### src/rtl/imem_boot_loader_if.sv
// Byte-stream input and instruction-memory write bus of the boot loader.
// The loader sits on the slave side; a stream source and memory model use master.
interface imem_boot_loader_if #(
  parameter int unsigned ADDR_W = 32
);
  logic              in_valid;
  logic [7:0]        in_data;
  logic              in_ready;
  logic              imem_we;
  logic [ADDR_W-1:0] imem_addr;
  logic [31:0]       imem_wdata;

  modport master (
    output in_valid, in_data,
    input  in_ready, imem_we, imem_addr, imem_wdata
  );

  modport slave (
    input  in_valid, in_data,
    output in_ready, imem_we, imem_addr, imem_wdata
  );
endinterface

### src/rtl/imem_boot_loader.sv
// Boot loader: parses a length-prefixed, XOR-checksummed byte frame into 32-bit
// instruction-memory writes and holds the core in reset until the image verifies.
module imem_boot_loader #(
  parameter int unsigned       ADDR_W    = 32,
  parameter logic [ADDR_W-1:0] BASE_ADDR = '0,
  parameter int unsigned       MAX_WORDS = 256
) (
  input  logic                clk,
  input  logic                reset,
  imem_boot_loader_if.slave   bus,
  input  logic                restart,
  output logic                core_hold,
  output logic                done,
  output logic                error
);

  typedef enum logic [2:0] {
    StLen0, StLen1, StLenErr, StData, StCheck, StDone, StError
  } state_e;

  state_e            state_q;
  logic              in_ready_q;
  logic              imem_we_q;
  logic [ADDR_W-1:0] imem_addr_q;
  logic [31:0]       imem_wdata_q;
  logic [31:0]       shift_q;
  logic [1:0]        byte_cnt_q;
  logic [15:0]       len_q;
  logic [15:0]       word_idx_q;
  logic [7:0]        chk_q;
  logic              core_hold_q;
  logic              done_q;
  logic              error_q;

  logic              accept;
  logic [15:0]       len_next;
  logic              len_bad;
  logic [31:0]       word_next;
  logic              last_word;
  logic [ADDR_W-1:0] word_addr;

  always_comb begin
    accept    = bus.in_valid & in_ready_q;
    len_next  = {bus.in_data, len_q[7:0]};
    len_bad   = (len_next == 16'd0) || (32'(len_next) > MAX_WORDS);
    // Bytes arrive LSB first, so each new byte enters at the top and shifts down.
    word_next = {bus.in_data, shift_q[31:8]};
    last_word = (word_idx_q == len_q - 16'd1);
    word_addr = BASE_ADDR + ADDR_W'({word_idx_q, 2'b00});
  end

  always_ff @(posedge clk or negedge reset) begin
    if (!reset) begin
      state_q      <= StLen0;
      in_ready_q   <= 1'b1;
      imem_we_q    <= 1'b0;
      imem_addr_q  <= BASE_ADDR;
      imem_wdata_q <= '0;
      shift_q      <= '0;
      byte_cnt_q   <= '0;
      len_q        <= '0;
      word_idx_q   <= '0;
      chk_q        <= '0;
      core_hold_q  <= 1'b1;
      done_q       <= 1'b0;
      error_q      <= 1'b0;
    end else begin
      imem_we_q <= 1'b0;
      unique case (state_q)
        StLen0: begin
          if (accept) begin
            len_q[7:0] <= bus.in_data;
            state_q    <= StLen1;
          end
        end
        StLen1: begin
          if (accept) begin
            len_q[15:8] <= bus.in_data;
            if (len_bad) begin
              state_q    <= StLenErr;
              in_ready_q <= 1'b0;
            end else begin
              state_q <= StData;
            end
          end
        end
        StLenErr: begin
          state_q <= StError;
          error_q <= 1'b1;
        end
        StData: begin
          if (accept) begin
            shift_q    <= word_next;
            chk_q      <= chk_q ^ bus.in_data;
            byte_cnt_q <= byte_cnt_q + 2'd1;
            if (byte_cnt_q == 2'd3) begin
              imem_we_q    <= 1'b1;
              imem_wdata_q <= word_next;
              imem_addr_q  <= word_addr;
              word_idx_q   <= word_idx_q + 16'd1;
              if (last_word) state_q <= StCheck;
            end
          end
        end
        StCheck: begin
          if (accept) begin
            in_ready_q <= 1'b0;
            if (bus.in_data == chk_q) begin
              state_q     <= StDone;
              done_q      <= 1'b1;
              core_hold_q <= 1'b0;
            end else begin
              state_q <= StError;
              error_q <= 1'b1;
            end
          end
        end
        StDone, StError: begin
          if (restart) begin
            state_q     <= StLen0;
            in_ready_q  <= 1'b1;
            core_hold_q <= 1'b1;
            done_q      <= 1'b0;
            error_q     <= 1'b0;
            byte_cnt_q  <= '0;
            word_idx_q  <= '0;
            chk_q       <= '0;
            len_q       <= '0;
          end
        end
        default: begin
          state_q     <= StError;
          in_ready_q  <= 1'b0;
          core_hold_q <= 1'b1;
          error_q     <= 1'b1;
        end
      endcase
    end
  end

  assign bus.in_ready   = in_ready_q;
  assign bus.imem_we    = imem_we_q;
  assign bus.imem_addr  = imem_addr_q;
  assign bus.imem_wdata = imem_wdata_q;
  assign core_hold      = core_hold_q;
  assign done           = done_q;
  assign error          = error_q;

endmodule

### src/flat_wrapper.sv
// flat-port wrapper written by rule: the top's interface ports become plain ports
module imem_boot_loader_flat 
#(
  parameter int unsigned       ADDR_W    = 32,
  parameter logic [ADDR_W-1:0] BASE_ADDR = '0,
  parameter int unsigned       MAX_WORDS = 256
)
  (clk, reset, restart, core_hold, done, error, bus_in_valid, bus_in_data, bus_in_ready, bus_imem_we, bus_imem_addr, bus_imem_wdata);
  imem_boot_loader_if #(.ADDR_W(ADDR_W)) bus_i ();
  input  logic clk;
  input  logic reset;
  input  logic restart;
  output logic core_hold;
  output logic done;
  output logic error;
  input wire logic [$bits(bus_i.in_valid)-1:0] bus_in_valid;
  input wire logic [$bits(bus_i.in_data)-1:0] bus_in_data;
  output wire logic [$bits(bus_i.in_ready)-1:0] bus_in_ready;
  output wire logic [$bits(bus_i.imem_we)-1:0] bus_imem_we;
  output wire logic [$bits(bus_i.imem_addr)-1:0] bus_imem_addr;
  output wire logic [$bits(bus_i.imem_wdata)-1:0] bus_imem_wdata;
  assign bus_i.in_valid = bus_in_valid;
  assign bus_i.in_data = bus_in_data;
  assign bus_in_ready = bus_i.in_ready;
  assign bus_imem_we = bus_i.imem_we;
  assign bus_imem_addr = bus_i.imem_addr;
  assign bus_imem_wdata = bus_i.imem_wdata;
  imem_boot_loader #(.ADDR_W(ADDR_W), .BASE_ADDR(BASE_ADDR), .MAX_WORDS(MAX_WORDS)) u_core (.clk(clk), .reset(reset), .bus(bus_i), .restart(restart), .core_hold(core_hold), .done(done), .error(error));
endmodule
### config.mk
export PLATFORM = sky130hd
export DESIGN_NAME = imem_boot_loader_flat
export DESIGN_NICKNAME = d
export VERILOG_FILES = /design/src/rtl/imem_boot_loader_if.sv /design/src/rtl/imem_boot_loader.sv /design/src/flat_wrapper.sv
export SDC_FILE = /design/constraint.sdc
export NUM_CORES = 1
export LEC_CHECK = 0
export BUFFER_PORTS_ARGS = -buffer_cell sky130_fd_sc_hd__buf_2
export CAP_MARGIN = 20
export CORE_UTILIZATION = 40
export CTS_BUF_LIST = sky130_fd_sc_hd__clkbuf_8
export DETAILED_ROUTE_END_ITERATION = 7
export GPL_TIMING_DRIVEN = 1
export PLACE_DENSITY_LB_ADDON = 0.05
export SYNTH_ARGS = -nofsm -noshare
export SYNTH_HDL_FRONTEND = slang
export SYNTH_SLANG_ARGS = --single-unit
### constraint.sdc
create_clock -name clk -period 5.3 [get_ports clk]
set_clock_uncertainty 0.15 [all_clocks]
set_input_delay 0.53 -clock clk [delete_from_list [all_inputs] [get_ports clk]]
set_output_delay 0.53 -clock clk [all_outputs]
set_load 0.05 [all_outputs]
==> results.md <==
* Layout cells sized above 1 at about 15%
* Num CTS Buffers at 17
* TritonCTS clock tree: done
* Root Buffer: clkbuf_8
* Number of I/O pins at 81
* Peak Freq at 0.333 GHz
* Critical Path Source Type: register
* Buffers on Ports at 64
* Post-synth top area share at 51.9%
* Syn avg cell area at 8.69 µm²
* Post-synth EDFFs at 0
* Cell variety after synth at 52
* Crit path kind: register to register
* Finished Layout Cells at around 910
* Placeable Area at 0.0140 mm²
* Final Hold Viols at 0
* Sequential share of the synthesized area at between 50% and 60%
* Vias at roughly 4600
* Die ar. at 0.0150 mm²
* Final setup margin at 2300 ps
* CTS sink cnt at 122
* Max_cap viols at 0
* Pin count of the biggest net entering global routing at 63
* Met1 GRT Util at between 20% and 30%
* Global placement routability congestion at 0.869
* Final setup vio count at 0
* Slew Limit Fails at 0
* GR peak layer: met2
* Detailed Route Iter0 Violations at approximately 290
* Yosys warnings at 0
* Number of synthesized register bits at 122
* Residual DRC at 0
* Worst setup EP type: register
* Worst vdd ir at roughly 0.15 mV
* Initial antenna violation count at 0
* GRT Residual Overflow at 0
* Clock Path Buffers at 2
* Post-CTS sizing at 0
* M2 GR Usage at 32.8%
* Final nets at 737
* Pre-antenna DRT Iters at 4
* Largest area contributor in the synthesized netlist: dfrtp_1
* Routed Antenna Nets at 0
* Clock slew seen by the registers of the worst setup and hold paths at roughly 80 ps
* Rel. slew slack at 38.2%
* Unrepaired setup endpoints after global routing: no
* Via/cell ratio at 5.07
* Syn Inst Count at 666
* Rows at 43
* GR Util All Layers at about a fifth
* GR met3 Demand/Resource at 4.97%
* Most used DFF post-synth: dfrtp_1
* Top cells by area, synth: dfrtp_1, nand2_1, xnor2_1, o21ai_0, nor2_1
* Hold-fix buffers, CTS at 0
* Power per standard cell area at 457 mW/mm²
* CP Data Required Time at 5460 ps
* Mapped cell area at 0.00579 mm²
* Post-CTS Setup Inserts at 0
* Outcome: completed
* Ant diodes at 0
* H-tree Lvls at 4
* Pleak at 3.48 nW
* Setup TNS at 0 ps
* Worst Path Arrival at 3160 ps
* Ys async rst share at 100%
* WL/cell at 15.4 µm
* Routed Wire Length at 14.1 mm
* Die Ht at 122 µm
* Vias in the first global route at 4614
* Clock Latency Late Sink at between 400 and 500 ps
* Worst-Margin Slew at 927 ps
* Crit path time final at 3000 ps
* Cell total after placement at 882
* Crit share post-route at 56.7%
* Area growth syn-to-layout at 13.6%
* Initial core utilization at just over 40%
* DP HPWL at roughly 9.4 mm
* Worst-path maximum fanout at 53
* Die width at 122 µm
* Hold Crit Class: input pin to async pin
* Place WS at 2210 ps
* First-pass GRT wire length at 23.5 mm
[final cells by class]
type	count	area, µm²
Fill cell	1404	7420
Sequential cell	122	3060
Multi-Input combinational cell	504	2520
Timing Repair Buffer	70	368
Clock buffer	20	275
Tap cell	180	225
Clock inverter	11	106
Inverter	6	22.5
[synthesized netlist by cell type, types with 5 or more instances]
library cell	count
nand2_1	257
dfrtp_1	120
o21ai_0	44
nor2_1	40
xnor2_1	28
clkbuf_1	25
buf_4	16
xor2_1	14
a21oi_1	10
nand3_1	10
nand4_1	8
nor3_1	8
nor4_1	7
nor2b_1	6
inv_1	5
nor3b_1	5
[cell usage in the layout, fill, tap and decap left out, drive strengths merged, types with 5 or more instances in the layout]
master and count:
inv 10, nor4 8, o21ai 45, a21oi 10
nor2b 6, nor3b 5, conb 16, nor3 8
nand2 257, xnor2 28, dfrtp 120, nand4 8
xor2 14, buf 70, clkbuf 20, nor2 40
nand3 10
[final timing paths]
path	cells past startpoint	end	start	slack [ps]
hold reg to reg	2	u_core.bus.imem_addr[9]	u_core.bus.imem_addr[9]	320
min in group clk	3	u_core.bus.imem_wdata[28]	bus_in_data[4]	240
max in group asynchronous	2	u_core.shift_q[31]	reset	3680
setup / recovery	7	u_core.word_idx_q[15]	u_core.state_q[1]	2300
setup reg to reg	7	u_core.word_idx_q[15]	u_core.state_q[1]	2300
hold / removal	1	u_core.len_q[2]	reset	20
[routing by layer]
metal	routed length, µm	part of all wire (%)
met1	6540	46
met2	6720	48
met3	597	4.2
met4	235	1.7
met5	0	0
[worst max-delay path: stages, from the launching register on]
cell,delay [ps]
dfrtp_1,570
and3b_1,250
nand3_2,100
inv_2,650
o2111ai_1,520
nor4_1,380
xnor2_1,160
nor2_1,50
[stage by stage]
step	utilization (%)	hold slack (ps)	total power [W]	area, µm²
2_1_floorplan	-	84.4	0.00198	5840
3_3_place_gp	44.2	301	0.00218	6180
3_5_place_dp	44.3	307	0.00220	6190
4_1_cts	47.0	51.5	0.00302	6570
5_1_grt	47.0	50.0	0.00322	6570
6_report	47.0	19.6	0.00300	6570
[state kept, by name, indices dropped and copies added, names as in the netlist, 2 cells and up]
signal                 count
u_core.bus.imem_wdata     32
u_core.word_idx_q         16
u_core.chk_q               8
u_core.state_q             3
u_core.len_q              16
u_core.byte_cnt_q          2
u_core.bus.imem_addr      16
u_core.shift_q            24
[kinds of logic (layout without fill, tap and decap cells)]
group | Yosys count | count (layout) | synth area share, %
AOI/OAI and AO/OA | 77 | 77 | 8.02
buffers and inverters | 55 | 107 | 4.82
adders and majority gates | 4 | 4 | 0.865
muxes | 3 | 3 | 0.519
other | 1 | 16 | 0.0648
and+or+nand+nor | 362 | 362 | 26.6
xor gates and xnor gates | 42 | 42 | 6.36
DFF | 122 | 122 | 52.8
[power by group]
part	total (W)	switching [W]	internal [W]
combinational	0.000877	0.000541	0.000336
clock	0.000809	0.000365	0.000444
sequential	0.00131	0.000213	0.00110
Power figures use the tool's default switching activity.
